$ cat src/rtl/taus_pkg.sv
// Shared constants, types and helpers for the taus88 generator bank.
// Shift amounts, masks, default seeds, seed minimums and FSM states.
package taus_pkg;

    localparam logic [31:0] MASK0 = 32'hFFFF_FFFE;
    localparam logic [31:0] MASK1 = 32'hFFFF_FFF8;
    localparam logic [31:0] MASK2 = 32'hFFFF_FFF0;

    localparam int SH0A = 13;
    localparam int SH0B = 19;
    localparam int SH0C = 12;
    localparam int SH1A = 2;
    localparam int SH1B = 25;
    localparam int SH1C = 4;
    localparam int SH2A = 3;
    localparam int SH2B = 11;
    localparam int SH2C = 17;

    localparam logic [31:0] DEF_S0 = 32'd12345;
    localparam logic [31:0] DEF_S1 = 32'd67890;
    localparam logic [31:0] DEF_S2 = 32'd13579;

    localparam logic [31:0] MIN_S0 = 32'd2;
    localparam logic [31:0] MIN_S1 = 32'd8;
    localparam logic [31:0] MIN_S2 = 32'd16;

    typedef enum logic [1:0] {
        ST_IDLE,
        ST_WARMUP,
        ST_RUN
    } state_t;

    typedef struct packed {
        logic [31:0] s0;
        logic [31:0] s1;
        logic [31:0] s2;
    } taus_state_t;

    function automatic taus_state_t default_seed(input int c);
        taus_state_t r;
        r.s0 = DEF_S0 + 32'(c);
        r.s1 = DEF_S1 + 32'(c);
        r.s2 = DEF_S2 + 32'(c);
        return r;
    endfunction

    // Words below the taus88 minimum would lock the generator; use defaults.
    function automatic taus_state_t clamp_seed(input taus_state_t w,
                                               input taus_state_t d);
        taus_state_t r;
        r.s0 = (w.s0 < MIN_S0) ? d.s0 : w.s0;
        r.s1 = (w.s1 < MIN_S1) ? d.s1 : w.s1;
        r.s2 = (w.s2 < MIN_S2) ? d.s2 : w.s2;
        return r;
    endfunction

endpackage

$ cat src/rtl/taus88_step.sv
// One combinational taus88 state update for a single channel.
// Three Tausworthe components, 32-bit arithmetic with truncation.
module taus88_step
    import taus_pkg::*;
(
    input  taus_state_t cur,
    output taus_state_t nxt
);

    logic [31:0] b0;
    logic [31:0] b1;
    logic [31:0] b2;

    // Feedback terms and shifted, masked states for each component
    always_comb begin
        b0 = ((cur.s0 << SH0A) ^ cur.s0) >> SH0B;
        b1 = ((cur.s1 << SH1A) ^ cur.s1) >> SH1B;
        b2 = ((cur.s2 << SH2A) ^ cur.s2) >> SH2B;
        nxt.s0 = ((cur.s0 & MASK0) << SH0C) ^ b0;
        nxt.s1 = ((cur.s1 & MASK1) << SH1C) ^ b1;
        nxt.s2 = ((cur.s2 & MASK2) << SH2C) ^ b2;
    end

endmodule

$ cat src/rtl/taus_urng_bank.sv
// Bank of N_CH taus88 uniform generators with warm-up and handshake.
// All channels share one step enable so they advance in lockstep.
module taus_urng_bank
    import taus_pkg::*;
#(
    parameter int N_CH   = 4,
    parameter int OUT_W  = 32,
    parameter int WARMUP = 16
) (
    input  logic                                    clock,
    input  logic                                    re_set,
    input  logic                                    seed_wr,
    input  logic [(N_CH > 1 ? $clog2(N_CH) : 1)-1:0] seed_ch,
    input  logic [31:0]                             seed_s0,
    input  logic [31:0]                             seed_s1,
    input  logic [31:0]                             seed_s2,
    input  logic                                    start,
    input  logic                                    halt,
    input  logic                                    out_ready,
    output logic                                    out_valid,
    output logic [N_CH*OUT_W-1:0]                   out_data,
    output logic                                    busy
);

    localparam logic [7:0] WLAST = (WARMUP > 0) ? 8'(WARMUP - 1) : 8'd0;

    state_t      state;
    logic [7:0]  cnt;
    logic        step;
    logic        seed_ok;
    taus_state_t seed_word;

    assign seed_word = '{s0: seed_s0, s1: seed_s1, s2: seed_s2};

    assign step = !halt &&
                  ((state == ST_WARMUP) ||
                   (state == ST_RUN && out_valid && out_ready));

    assign seed_ok = (state == ST_IDLE) && seed_wr &&
                     (32'(seed_ch) < 32'(N_CH));

    // Control FSM with registered out_valid and busy
    always_ff @(posedge clock) begin
        if (re_set) begin
            state     <= ST_IDLE;
            cnt       <= 8'd0;
            out_valid <= 1'b0;
            busy      <= 1'b0;
        end else begin
            unique case (state)
                ST_IDLE: begin
                    if (start) begin
                        cnt <= 8'd0;
                        if (WARMUP == 0) begin
                            state     <= ST_RUN;
                            out_valid <= 1'b1;
                        end else begin
                            state <= ST_WARMUP;
                            busy  <= 1'b1;
                        end
                    end
                end
                ST_WARMUP: begin
                    if (halt) begin
                        state <= ST_IDLE;
                        busy  <= 1'b0;
                    end else if (cnt == WLAST) begin
                        state     <= ST_RUN;
                        busy      <= 1'b0;
                        out_valid <= 1'b1;
                    end else begin
                        cnt <= cnt + 8'd1;
                    end
                end
                ST_RUN: begin
                    if (halt) begin
                        state     <= ST_IDLE;
                        out_valid <= 1'b0;
                    end
                end
                default: begin
                    state     <= ST_IDLE;
                    out_valid <= 1'b0;
                    busy      <= 1'b0;
                end
            endcase
        end
    end

    for (genvar c = 0; c < N_CH; c++) begin : g_ch
        localparam taus_state_t DEF = default_seed(c);

        taus_state_t cur;
        taus_state_t nxt;
        logic [31:0] res;
        logic        load;

        assign load = seed_ok && (32'(seed_ch) == 32'(c));

        taus88_step u_step (
            .cur (cur),
            .nxt (nxt)
        );

        // Channel state: defaults on reset, seeds in IDLE, shared step enable
        always_ff @(posedge clock) begin
            if (re_set) begin
                cur <= DEF;
            end else if (load) begin
                cur <= clamp_seed(seed_word, DEF);
            end else if (step) begin
                cur <= nxt;
            end
        end

        assign res = cur.s0 ^ cur.s1 ^ cur.s2;
        assign out_data[c*OUT_W +: OUT_W] = res[31 -: OUT_W];
    end

endmodule

$ cat config.mk
export PLATFORM = sky130hd
export DESIGN_NAME = taus_urng_bank
export DESIGN_NICKNAME = d
export VERILOG_FILES = /design/src/rtl/taus_pkg.sv /design/src/rtl/taus88_step.sv /design/src/rtl/taus_urng_bank.sv
export SDC_FILE = /design/constraint.sdc
export NUM_CORES = 1
export LEC_CHECK = 0
export BUFFER_PORTS_ARGS = -buffer_cell sky130_fd_sc_hd__buf_4
export CAP_MARGIN = 20
export CELL_PAD_IN_SITES_DETAIL_PLACEMENT = 0
export CELL_PAD_IN_SITES_GLOBAL_PLACEMENT = 1
export CORE_MARGIN = 5
export CORE_UTILIZATION = 50
export CTS_BUF_LIST = sky130_fd_sc_hd__clkbuf_4
export CTS_CLUSTER_DIAMETER = 120
export DETAILED_ROUTE_END_ITERATION = 12
export PLACE_DENSITY_LB_ADDON = 0.05
export SYNTH_ARGS = -nofsm -noshare
export SYNTH_HDL_FRONTEND = slang
export SYNTH_SLANG_ARGS = --single-unit
export TNS_END_PERCENT = 30
$ cat constraint.sdc
create_clock -name clock -period 3.9 [get_ports clock]
set_input_delay 0 -clock clock [delete_from_list [all_inputs] [get_ports clock]]
set_output_delay 0 -clock clock [all_outputs]
set_load 0.03 [all_outputs]
Yosys cells after proc, flatten, opt, wreduce, memory -nomap -nowiden
Index checks and enable logic that the tools add are counted.
{"block": "op_classes", "add_sub_neg": 1, "n_lt_le_gt_ge": 3, "eq_ne": 12, "n_mux": 37, "bitwise": 34, "reduce_logical": 21}
{"cell": "$mux 96", "count": 8}
{"cell": "$xor 32x32->32", "count": 20}
{"cell": "$mux 32", "count": 12}
{"cell": "$xor 32x13->32", "count": 4}
{"cell": "$xor 32x21->32", "count": 4}
{"cell": "$xor 32x7->32", "count": 4}
{"cell": "$lt 32x2->1 const B", "count": 1}
{"cell": "$lt 32x4->1 const B", "count": 1}
{"cell": "$lt 32x5->1 const B", "count": 1}
{"cell": "$mux 8", "count": 3}
{"cell": "$pmux 8 s2", "count": 1}
{"cell": "$reduce_bool 2->1", "count": 5}
{"cell": "$add 8x1->8 const B", "count": 1}
{"cell": "$eq 8x4->1 const B", "count": 1}
{"cell": "$logic_and 1x1->1", "count": 8}
{"cell": "$mux 2", "count": 4}
{"cell": "$ne 2x2->1 const B", "count": 4}
{"cell": "$reduce_and 4->1", "count": 2}
{"cell": "$eq 2x2->1 const B", "count": 3}
{"cell": "$mux 1", "count": 6}
{"cell": "$pmux 1 s3", "count": 2}
{"cell": "$pmux 2 s3", "count": 1}
{"cell": "$reduce_and 3->1", "count": 2}
{"cell": "$eq 2x1->1 const B", "count": 2}
{"cell": "other kinds (6)", "count": 8}
{"block": "totals", "reg_bits": 396, "out_inout_bits": 130, "wordCells": 124}

Logic depth before layout (Yosys ltp)
{"block": "depth", "word_depth": 7, "mapped_depth": 9, "mapped_depth_nobuf": 5}

Cells and area by module
Synthesis repeated with hierarchy kept, for this count alone.
{"block": "hier_totals", "cells_unflattened": 2698, "area_unflattened_um2": 22800.6}
{"mod": "taus_urng_bank", "instances": 1, "cells_each": 2314, "area_each_um2": 19712.7, "seq_area_each_um2": 7927.6}
{"mod": "taus88_step", "instances": 4, "cells_each": 96, "area_each_um2": 772.0, "seq_area_each_um2": 0.0}

Least setup slack after synthesis
Ideal clock, no wire load.
{"block": "synth_timing", "kind": "reg2reg", "from": "register state[1]", "to": "register g_ch[1].cur[48] (netlist name)", "setup_ns": 0.141, "arrival_time_ns": 1.878, "t_required_ns": 3.759, "setup_slack_ns": 1.881, "stages_incl_launch_ff": 10, "n_path_buf": 5, "cell_sequence": "dfxtp_1 buf_6 or4b_4 buf_6 or2_1 buf_2 buf_6 buf_6 a31oi_1 o211ai_1"}
{"block": "synth_between", "elab_chain_len": 6, "word_cells_on_any_way": 11, "classes_between": "eq/ne: 2; mux: 1; reduce/logical: 8"}
{"item": "start, declared", "line": "taus_urng_bank.sv:27", "text": "state_t state;"}
{"item": "start signal, assigned", "line": "taus_urng_bank.sv:45", "text": "state <= ST_IDLE;"}
{"item": "start signal, assigned", "line": "taus_urng_bank.sv:55", "text": "state <= ST_RUN;"}
{"item": "start signal, assigned", "line": "taus_urng_bank.sv:58", "text": "state <= ST_WARMUP;"}
{"item": "$eq 2x2->1", "line": "taus_urng_bank.sv:37", "text": "(state == ST_RUN && out_valid && out_ready));"}
{"item": "$logic_and 1x1->1 (2 in a row)", "line": "taus_urng_bank.sv:37"}
{"item": "$logic_or 1x1->1", "line": "taus_urng_bank.sv:36", "text": "((state == ST_WARMUP) ||"}
{"item": "$logic_and 1x1->1", "line": "taus_urng_bank.sv:35", "text": "assign step = !halt &&"}
{"item": "$reduce_bool 2->1 (no source line)"}
Several ways; a longest one is shown, not always the timed one.
A chain may end at the register's enable or synchronous reset.

Worst setup path after layout
{"block": "layout_timing", "from": "register state[0]", "to": "register g_ch[0].cur[2] (netlist name)"}
{"block": "layout_between", "elab_chain_len": 6, "word_cells_on_any_way": 11, "classes_between": "eq/ne: 2; mux: 1; reduce/logical: 8"}
{"item": "$eq 2x2->1", "line": "taus_urng_bank.sv:37"}
{"item": "$logic_and 1x1->1 (2 in a row)", "line": "taus_urng_bank.sv:37"}
{"item": "$logic_or 1x1->1", "line": "taus_urng_bank.sv:36"}
{"item": "$logic_and 1x1->1", "line": "taus_urng_bank.sv:35"}
{"item": "$reduce_bool 2->1 (no source line)"}
Several ways; a longest one is shown, not always the timed one.

==> reports/qor.csv <==
metric,value,unit
cts.sinks,396,
netlist_top_cells_area,"dfxtp_1 (37%), xnor2_1 (13%), nand2_1 (7.4%)",
dp_hpwl,66200,um
vias,21900,
setup_viol,0,
drt_iter0_drc,3177,
antenna_found_initial,4,
clk_pin_slew,0.07,ns
fin_setup_tns,0,ns
min_period_over_period,90.9,%
yosysUniqueCellTypes,50,
pin_count,234,
htreeDepth,3,
die_y,216,um
power.density,437,nW/um^2
grt_max_degree,203,
vias_per_cell,6.42,
worstSetupPathType,reg2reg,
synth_seq_area_share,37.4,%
worstMarginPinSlew,1.22,ns
route.detailed.drc,0,
yosysTopAreaCellShare,37.4,%
cp_data_required_time,4.72,ns
cts_buffers,109,
core-area,41900,sq um
fmax,282,MHz
gp_congestion,1.01,
die_area,46600,sq um
dominantRegCellSynth,dfxtp_1,
synthCells,2520,
grt_pass1_wl,142000,um
rsz0062_at_grt,no,
worstHoldPathType,in2reg,
die_w,216,um
worstSetupStartpointType,flip-flop,
cts_tree,built,
grt_pass1_vias,20800,
report.final.slew_viol_count,0,
syn_avg_cell_area,8.41,sq um
p_leak,9.19,nW
drt_wl_total,100000,um
vdd_drop_max,0.000237,V
synth_nets,2625,
cts_max_path_buffers,3,
ant_nets,0,
insertion_delay,0.87,ns
final_nets,2894,
clock_skew,0.0339,ns
post-route-util,61.0,%
final_layout_size_suffix_gt1_share,17.2,%
synth_commonest_cells,"nand2_1 (418), dfxtp_1 (396), xnor2_1 (315)",
ctsResizeCount,0,
finalWorstPathRequiredPeriod,3.54,ns
rows,75,
slew_headroom,18.5,%
synth_seq_cells,396,
maxCapViolations,0,
grt-ovfl-total,0,
fillers,3782,
cts-root-buf,clkbuf_4,
async_reset_ff_share,0,%
outcome,"complete, no violations",
cp.arrival,4.36,ns
initial_utilization,50.5,%
port_buffers,233,
end_kind,flip-flop,
hold_viol,0,
grt_use_total,41.1,%
synth_area,21200,sq um
synth_edf_count,0,
yosysWarnings,0,
wl_per_cell,29.4,um
yosysTopAreaCell,dfxtp_1,
dr.pass1.iters,8,
postCtsSetupBuffers,0,
syn2layout_area_growth,20.8,%
yosysMostFrequentCell,nand2_1,
finalPower,11.2,mW
worstPathMaxFanout,27,
sequential cells by signal, summed over array words and instances, names as in the netlist:
name and count:
out_valid 1, cnt 8, busy 1, state 2, g_ch.cur 384
per-layer routing:
metal | vias to the layer above | GRT usage [%] | wire length (um)
li1 | 9570 | - | -
met1 | 10500 | 52.9 | 38100
met2 | 1493 | 58.8 | 41500
met3 | 344 | 14.5 | 13600
met4 | 0 | 25.1 | 7230
met5 | - | 0 | 0
worst paths after layout:
kind / slack [ns] / end / start / depth (start not counted)
hold reg to reg: 0.48 / cnt[7] / cnt[7] / 2
setup reg to reg: 0.36 / g_ch[0].cur[2] / state[0] / 8
hold / removal: 0.05 / g_ch[3].cur[34] / seed_s1[2] / 4
setup / recovery: 0.36 / g_ch[0].cur[2] / state[0] / 8
metrics by stage:
step | instance area (sq um) | hold WS [ns] | worst slack (ns) | instances
final | 25600 | 0.0465 | 0.356 | 3412
after global routing | 25600 | 0.0346 | 0.239 | 3405
after CTS | 25600 | 0.0114 | 0.437 | 3403
after detailed placement | 23000 | 0.321 | 1.23 | 3092
after global placement | 23000 | 0.320 | 1.20 | 3092
after floorplan | 21200 | 0.152 | 1.88 | 2520
worst max-delay path: stages, from the launching register on:
cell and delay (ns):
dfxtp_1 0.41, or4b_4 0.60, dlygate4sd3_1 0.68, nor2_2 0.11
buf_4 0.31, nand3_1 0.12, dlygate4sd3_1 0.57, o32ai_1 0.12
dlygate4sd3_1 0.58
logic make-up after synthesis:
group                      Yosys count  synth area share (%)
adders and majority gates            1                0.0590
muxes                               74                  3.50
and+or+nand+nor                    803                  16.2
DFF                                396                  37.4
AOI/OAI and AO/OA                  575                  20.2
xor gates and xnor gates           420                  17.4
buffers and inverters              251                  5.18
report_power, final:
| group | switching [mW] | internal, mW | leakage, nW |
|---|---|---|---|
| clock | 1.85 | 1.93 | 0.801 |
| sequential | 0.369 | 4.29 | 3.24 |
| combinational | 1.69 | 1.05 | 5.15 |
cell usage in the layout, fill, tap and decap left out, types with 49 or more instances in the layout:
master         synthesis  layout
buf_4                  8     253
dlygate4sd3_1          0     125
clkbuf_4               0     168
nor2_1               177     174
or3_1                 57      57
nand2_1              418     416
mux2i_1               74      74
a311oi_1             155     155
xor2_1               105     105
dfxtp_1              396     396
a31o_2                49      49
a22oi_1               93      93
a21oi_1               99      99
nand3_1               99      99
xnor2_1              315     315
area by class of cell:
type | instances | area, sq um | area share (%)
flip-flops and latches | 396 | 7930 | 31.0
diodes | 9 | 22.5 | 0.0880
inverters | 22 | 82.6 | 0.323
clock inverters | 18 | 67.6 | 0.264
clock buffers | 168 | 1260 | 4.93
well taps | 539 | 674 | 2.64
multi-input cells | 1873 | 12200 | 47.8
repair buffers | 387 | 3330 | 13.0
what timing repair did:
action,CTS,global route
hold endpoints to repair,396,0
endpoints found under the setup margin,0,0
hold buffers,125,0
No activity file was read; power rests on OpenSTA's default activity.
